### src/rtl/vga_sync_timing.sv
// VGA raster timing: turns PixelClock rising edges into H/V counters, sync pulses,
// display-enable window, pixel coordinates and line/frame start strobes.
module vga_sync_timing #(
  parameter int unsigned HVisible   = 640,
  parameter int unsigned HFront     = 16,
  parameter int unsigned HSyncLen   = 96,
  parameter int unsigned HBack      = 48,
  parameter int unsigned VVisible   = 480,
  parameter int unsigned VFront     = 10,
  parameter int unsigned VSyncLen   = 2,
  parameter int unsigned VBack      = 33,
  parameter int unsigned CountWidth = 10
) (
  input  logic                  Clock,
  input  logic                  Reset,
  input  logic                  PixelClock,
  output logic                  HSync,
  output logic                  VSync,
  output logic                  DisplayEnable,
  output logic [CountWidth-1:0] PixelX,
  output logic [CountWidth-1:0] PixelY,
  output logic                  LineStart,
  output logic                  FrameStart
);

  localparam int unsigned HTotal      = HVisible + HFront + HSyncLen + HBack;
  localparam int unsigned VTotal      = VVisible + VFront + VSyncLen + VBack;
  localparam int unsigned HSyncStart  = HVisible + HFront;
  localparam int unsigned HSyncEnd    = HVisible + HFront + HSyncLen;
  localparam int unsigned VSyncStart  = VVisible + VFront;
  localparam int unsigned VSyncEnd    = VVisible + VFront + VSyncLen;

  logic                  pix_dly;
  logic                  tick;
  logic                  h_last;
  logic                  v_last;
  logic [CountWidth-1:0] h_count;
  logic [CountWidth-1:0] v_count;
  logic [31:0]           h_wide;
  logic [31:0]           v_wide;

  assign tick   = PixelClock & ~pix_dly;
  assign h_wide = 32'(h_count);
  assign v_wide = 32'(v_count);
  assign h_last = (h_wide == HTotal - 1);
  assign v_last = (v_wide == VTotal - 1);

  // pix_dly resets high so a PixelClock held high across reset release is not a tick
  always_ff @(posedge Clock) begin
    if (Reset) begin
      pix_dly    <= 1'b1;
      h_count    <= '0;
      v_count    <= '0;
      LineStart  <= 1'b0;
      FrameStart <= 1'b0;
    end else begin
      pix_dly    <= PixelClock;
      LineStart  <= tick & h_last;
      FrameStart <= tick & h_last & v_last;
      if (tick) begin
        if (h_last) begin
          h_count <= '0;
          v_count <= v_last ? '0 : v_count + CountWidth'(1);
        end else begin
          h_count <= h_count + CountWidth'(1);
        end
      end
    end
  end

  // Decodes straight from the counters so they never lag them
  always_comb begin
    HSync         = ~((h_wide >= HSyncStart) && (h_wide < HSyncEnd));
    VSync         = ~((v_wide >= VSyncStart) && (v_wide < VSyncEnd));
    DisplayEnable = (h_wide < HVisible) && (v_wide < VVisible);
    PixelX        = DisplayEnable ? h_count : '0;
    PixelY        = DisplayEnable ? v_count : '0;
  end

endmodule

### config.mk
export PLATFORM = sky130hd
export DESIGN_NAME = vga_sync_timing
export DESIGN_NICKNAME = d
export VERILOG_FILES = /design/src/rtl/vga_sync_timing.sv
export SDC_FILE = /design/constraint.sdc
export NUM_CORES = 1
export LEC_CHECK = 0
export BUFFER_PORTS_ARGS = -buffer_cell sky130_fd_sc_hd__clkbuf_2
export CORE_MARGIN = 10
export CORE_UTILIZATION = 48
export CTS_BUF_LIST = sky130_fd_sc_hd__clkbuf_2
export CTS_CLUSTER_SIZE = 25
export DETAILED_ROUTE_END_ITERATION = 7
export MAX_ROUTING_LAYER = met4
export PLACE_DENSITY = 0.72
export SETUP_SLACK_MARGIN = 0.5
export SKIP_CTS_REPAIR_TIMING = 1
export SLEW_MARGIN = 20
export SYNTH_ARGS = -nofsm -noshare
export SYNTH_HDL_FRONTEND = slang
export SYNTH_SLANG_ARGS = --single-unit
### constraint.sdc
create_clock -name Clock -period 4.6 [get_ports Clock]
set_input_delay 0.92 -clock Clock [delete_from_list [all_inputs] [get_ports Clock]]
set_output_delay 0.92 -clock Clock [all_outputs]
set_load 0.03 [all_outputs]
==> impl_metrics.tcl, run 1 <==
set metrics [dict create \
    dieArea_um2 5280 \
    ys_top_cells_by_area "dfxtp_1 (35%), and2_1 (7.0%), ha_1 (4.7%), nor2_1 (4.2%), a21oi_1 (3.8%)" \
    syn_inst 159 \
    drive_above_1_share_pct 21.7 \
    finalMaxSlewViolations 0 \
    vias_per_cell 5.48 \
    num-nets-final 189 \
    die_h_um 72.7 \
    ys_warn_count 0 \
    cp_data_required_time_ps 3680 \
    cts_tree "yes" \
    worst_setup_path_start_kind "register" \
    htreeDepth 1 \
    p_leak_nw 0.556 \
    synthFlopType "dfxtp_1" \
    min_period_ps 3000 \
    cts_root_buf "clkbuf_2" \
    insertion_delay_ps 330 \
    cts_buffer_depth 2 \
    fin_util_pct 53.2 \
    gp_congestion 0.864 \
    finalWirelength_um 2940 \
    slew-limit-headroom_pct 51.5 \
    syn_nets 167 \
    async_flop_share_pct 0 \
    ys_seq_elements 23 \
    arrival_ps 2080 \
    numCtsBuffers 3 \
    vias 1156 \
    grt_setup_unrepaired "no" \
    areaGrowthSynthToFinish_pct 8.27 \
    diodes 0 \
    r2r_cells 5 \
    hold_start "v_count[8]" \
    drtIter0Drc 71 \
    cp-end-kind "output port" \
    fmax_ghz 0.333 \
    antenna_found_initial 0 \
    grt_use_total_pct 11.5 \
    min_to "v_count[8]" \
    grt_max_degree 23 \
    synth_top_area_share_pct 34.6 \
    firstDrtPassIters 4 \
    powerDensity_nw_per_um2 204 \
    ant_nets 0 \
    cp_max_fo 16 \
    r2r_setup_slack_ps 2450 \
    top_level_ports 28 \
    grt_pass1_wl_um 4980 \
    syn_area_per_cell_um2 8.37 \
    syn-cell-area_um2 1330 \
    synth_seq_area_share_pct 34.6 \
    synth_edf_count 0 \
    hold_class "reg2reg" \
    num_rows 19 \
    wl_per_cell_um 13.9 \
    ir_drop_mv 0.161 \
    clock-sinks 23 \
    setup_viol 0 \
    drc_errors 0 \
    synth_area_leader_cell "dfxtp_1" \
    worst_slew_pin_slew_ps 723 \
    start_util_pct 49.1 \
    finalHoldWorstSlack_ps 527 \
    period_share_pct 65.3 \
    maxCapViolations 0 \
    grt_pass1_vias 1150 \
    core_um2 2710 \
    fin_worst_skew_ps 10.5 \
    setup-tns-final_ps 0 \
    outcome "completed" \
    hold_viol_final 0 \
    timing.rr.start "h_count[0]" \
    portBuffers 26 \
    setup.worst_path.class "reg2out" \
    cts.clk_slew.worst_paths_ps 220 \
    ys_types 40 \
    hpwlAfterDp_um 2270 \
    hold_path_depth 2 \
    grt-ovfl-total 0 \
    rr_endpoint "v_count[8]" \
    die_x_um 72.7 \
]
## cells in the final DEF, fill, tap and decap left out, types with 5 or more instances in the layout
master and count:
nor2_1 15, nor3_1 5, nand3_1 5, inv_1 5, xnor2_1 5, ha_1 5
nand2_1 8, nand4_1 7, clkbuf_2 29, and2_1 15, dfxtp_1 23, o21ai_0 7
a21oi_1 10, or3_1 5
## per-layer routing
layer  routed length (um)  global-route usage [%]  up-vias
met2                 1340                    19.6       30
met4                   21                    3.38        0
met1                 1410                    13.0      530
met3                  172                    2.59        4
li1                     -                       -      592
met5                    0                       -        -
## layout make-up
cell class,count,area (um^2)
timing repair buffer,26,130
fill,278,1270
sequential,23,460
tap,31,38.8
multi-input combinational,122,773
clock inverter,1,5.00
inverter,5,18.8
clock buffer,3,15.0
## how the worst max path moves through the flow
stage                     from        end  slack [ps]  depth (start not counted)
finish              v_count[7]  PixelX[5]        1600                          4
global route        v_count[7]  PixelX[5]        1420                          4
CTS                 v_count[8]  PixelX[5]        1580                          4
detailed placement  v_count[8]  PixelX[5]        1990                          4
global placement    v_count[8]  PixelX[5]        1630                          4
floorplan           v_count[8]  PixelX[7]        1860                          5
## stage by stage
stage,power [mW],std cells,worst slack [ps],cell area (um^2)
4_1_cts,0.295,211,1580,1440
2_1_floorplan,0.215,159,1860,1330
3_3_place_gp,0.218,207,1630,1420
3_5_place_dp,0.218,207,1990,1420
5_1_grt,0.305,211,1420,1440
6_report,0.294,211,1600,1440
## kinds of logic (layout without fill, tap and decap cells)
logic type | Yosys count | in the layout | share of synthesized area [%]
other | 1 | 1 | 0.282
DFF | 23 | 23 | 34.6
adders and majority gates | 5 | 5 | 4.70
xor gates and xnor gates | 9 | 9 | 5.92
AOI/OAI and AO/OA | 23 | 23 | 10.2
and+or+nand+nor | 84 | 84 | 36.6
buffers and inverters | 14 | 35 | 7.71
## Yosys cell counts (2+ instances only)
| master | number |
|---|---|
| a21oi_1 | 10 |
| and2_1 | 15 |
| and4_1 | 3 |
| buf_4 | 3 |
| clkbuf_1 | 4 |
| dfxtp_1 | 23 |
| ha_1 | 5 |
| inv_1 | 5 |
| nand2_1 | 8 |
| nand3_1 | 5 |
| nand4_1 | 7 |
| nor2_1 | 15 |
| nor3_1 | 6 |
| nor4_1 | 4 |
| o21a_1 | 2 |
| o21ai_0 | 7 |
| or3_1 | 5 |
| or3_2 | 2 |
| or4_1 | 2 |
| xnor2_1 | 5 |
| xor2_1 | 4 |
## registers in the layout, summed over array words and instances (netlist names)
| name | flops |
|---|---|
| h_count | 10 |
| v_count | 10 |
| FrameStart | 1 |
| LineStart | 1 |
| pix_dly | 1 |
## critical path: stages, from the launching register on
cell,delay (ps)
dfxtp_1,390
and4_1,290
nor3_2,620
and2_2,250
clkbuf_2,200
## where the power goes
part | total (mW) | internal [mW] | switching (mW)
combinational | 0.0121 | 0.00388 | 0.00818
clock | 0.0803 | 0.0197 | 0.0605
sequential | 0.202 | 0.201 | 0.000943
total | 0.294 | 0.224 | 0.0697
Note: power is estimated with default switching activity, not from simulation.
==> run 2: changes to the inputs <==
--- a/config.mk
+++ b/config.mk
@@ -12,7 +12,7 @@
 export CTS_CLUSTER_SIZE = 25
 export DETAILED_ROUTE_END_ITERATION = 7
 export MAX_ROUTING_LAYER = met4
-export PLACE_DENSITY = 0.72
+export PLACE_DENSITY = 0.74
 export SETUP_SLACK_MARGIN = 0.5
 export SKIP_CTS_REPAIR_TIMING = 1
 export SLEW_MARGIN = 20
==> constraint.sdc (replaced) <==
create_clock -name Clock -period 2.5 [get_ports Clock]
set_input_delay 0.5 -clock Clock [delete_from_list [all_inputs] [get_ports Clock]]
set_output_delay 0.5 -clock Clock [all_outputs]
set_load 0.03 [all_outputs]
==> impl_metrics.tcl, run 2 (synthesis results as in run 1) <==
set metrics [dict create \
    fmax_ghz 0.470 \
    hold_viol_final 0 \
    dieArea_um2 5280 \
    hpwlAfterDp_um 2250 \
    die_h_um 72.7 \
    place_area_um2 1420 \
    cp_slowest_cell "dfxtp_2" \
    ant_nets 0 \
    final_common_cell "buf_6" \
    arrival_ps 1630 \
    vias_per_cell 5.74 \
    setup_viol 0 \
    ir_drop_mv 0.287 \
    vias 1281 \
    min_period_ps 2130 \
    drive_above_1_share_pct 46.9 \
    start_util_pct 49.1 \
    grt_use_total_pct 11.8 \
    cts_tree "yes" \
    powerDensity_nw_per_um2 296 \
    cts_buffer_depth 2 \
    fin_worst_skew_ps 20.3 \
    cp_max_fo 8 \
    finalMaxSlewViolations 0 \
    antenna_found_initial 0 \
    setup-tns-final_ps 0 \
    num-nets-final 201 \
    cp_data_required_time_ps 2000 \
    reg_top3 "h_count (10), v_count (10)" \
    clock-sinks 23 \
    die_x_um 72.7 \
    cp_cell_sequence "and4_4, nor3_4, buf_6, and2_4, buf_6" \
    cpPeakStageDelay_ps 400 \
    n_fill_cell 222 \
    grt-ovfl-total 0 \
    portBuffers 26 \
    p_leak_nw 0.690 \
    placed_cells 208 \
    drc_errors 0 \
    finalWirelength_um 3610 \
    areaGrowthSynthToFinish_pct 36.6 \
    numCtsBuffers 3 \
    grt_setup_unrepaired "yes" \
    grt_max_degree 23 \
    core_um2 2710 \
    path_delay_family "simple AND/OR/NAND/NOR gates" \
    stdcell_count 223 \
    firstDrtPassIters 4 \
    crit_top_cell "buf_6" \
    setup.worst_path.class "reg2out" \
    diodes 0 \
    top_level_ports 28 \
    worst_setup_path_start_kind "register" \
    final_area_um2 1820 \
    r2r_setup_slack_ps 510 \
    hold_class "in2reg" \
    gp_congestion 0.943 \
    cts.clk_slew.worst_paths_ps 220 \
    insertion_delay_ps 330 \
    period_share_pct 85.0 \
    layout_common_cells "buf_6 (20), nor2_1 (15), and2_4 (14)" \
    grt_pass1_wl_um 5070 \
    cp-end-kind "output port" \
    num_rows 19 \
    drtIter0Drc 103 \
    htreeDepth 1 \
    outcome "completed" \
    crit_buf_inv 2 \
    cts_root_buf "clkbuf_2" \
    maxCapViolations 0 \
    wl_per_cell_um 16.2 \
    grt_pass1_vias 1178 \
]
==> run 2: cell count changes in the layout (fill, tap and decap cells not counted), moves of 3 or more <==
cell | previous run | this run
clkbuf_2 | 29 | 8
nor4_1 | 4 | 1
buf_4 | 0 | 13
dfxtp_1 | 23 | 7
buf_6 | 0 | 20
dfxtp_2 | 0 | 9
and2_4 | 0 | 14
and2_1 | 15 | 2
or4_4 | 1 | 4
dfxtp_4 | 0 | 7
==> run 2: power breakdown <==
| part | switching, mW | internal [mW] | leakage (nW) |
|---|---|---|---|
| Sequential | 0.00180 | 0.362 | 0.196 |
| Clock | 0.109 | 0.0423 | 0.0166 |
| Combinational | 0.0156 | 0.00892 | 0.478 |
==> run 2: area by class of cell <==
type	count	area, um^2	share of cell area, %
clock buffers	4	20.0	1.10
inverters	5	18.8	1.03
multi-input cells	123	900	49.5
flip-flops and latches	23	498	27.4
well taps	31	38.8	2.13
repair buffers	37	343	18.9
==> run 2: final timing paths <==
check             startpoint         end  depth (start not counted)
setup / recovery  v_count[8]   PixelX[6]                          5
hold / removal    PixelClock     pix_dly                          2
setup reg to reg  h_count[6]  v_count[5]                          5
hold reg to reg   v_count[1]  v_count[1]                          2
==> run 2: metal layers <==
layer  up-vias  share of wire [%]  GRT usage, %  routed length [um]
li1        625                  -             -                   -
met1       621                 42          11.8                1510
met2        31                 52          21.0                1890
met3         4                4.7          2.86                 170
met4         0               0.86          5.49                  31
met5         -                  0             -                   0
==> run 2: stage by stage <==
step	hold slack (ps)	setup slack (ps)	power [mW]	utilization [%]
global route	383	302	0.558	67.1
finish	369	374	0.539	67.1
detailed placement	511	367	0.401	52.5
global placement	492	409	0.400	52.5
CTS	361	141	0.551	53.3
floorplan	469	383	0.396	-
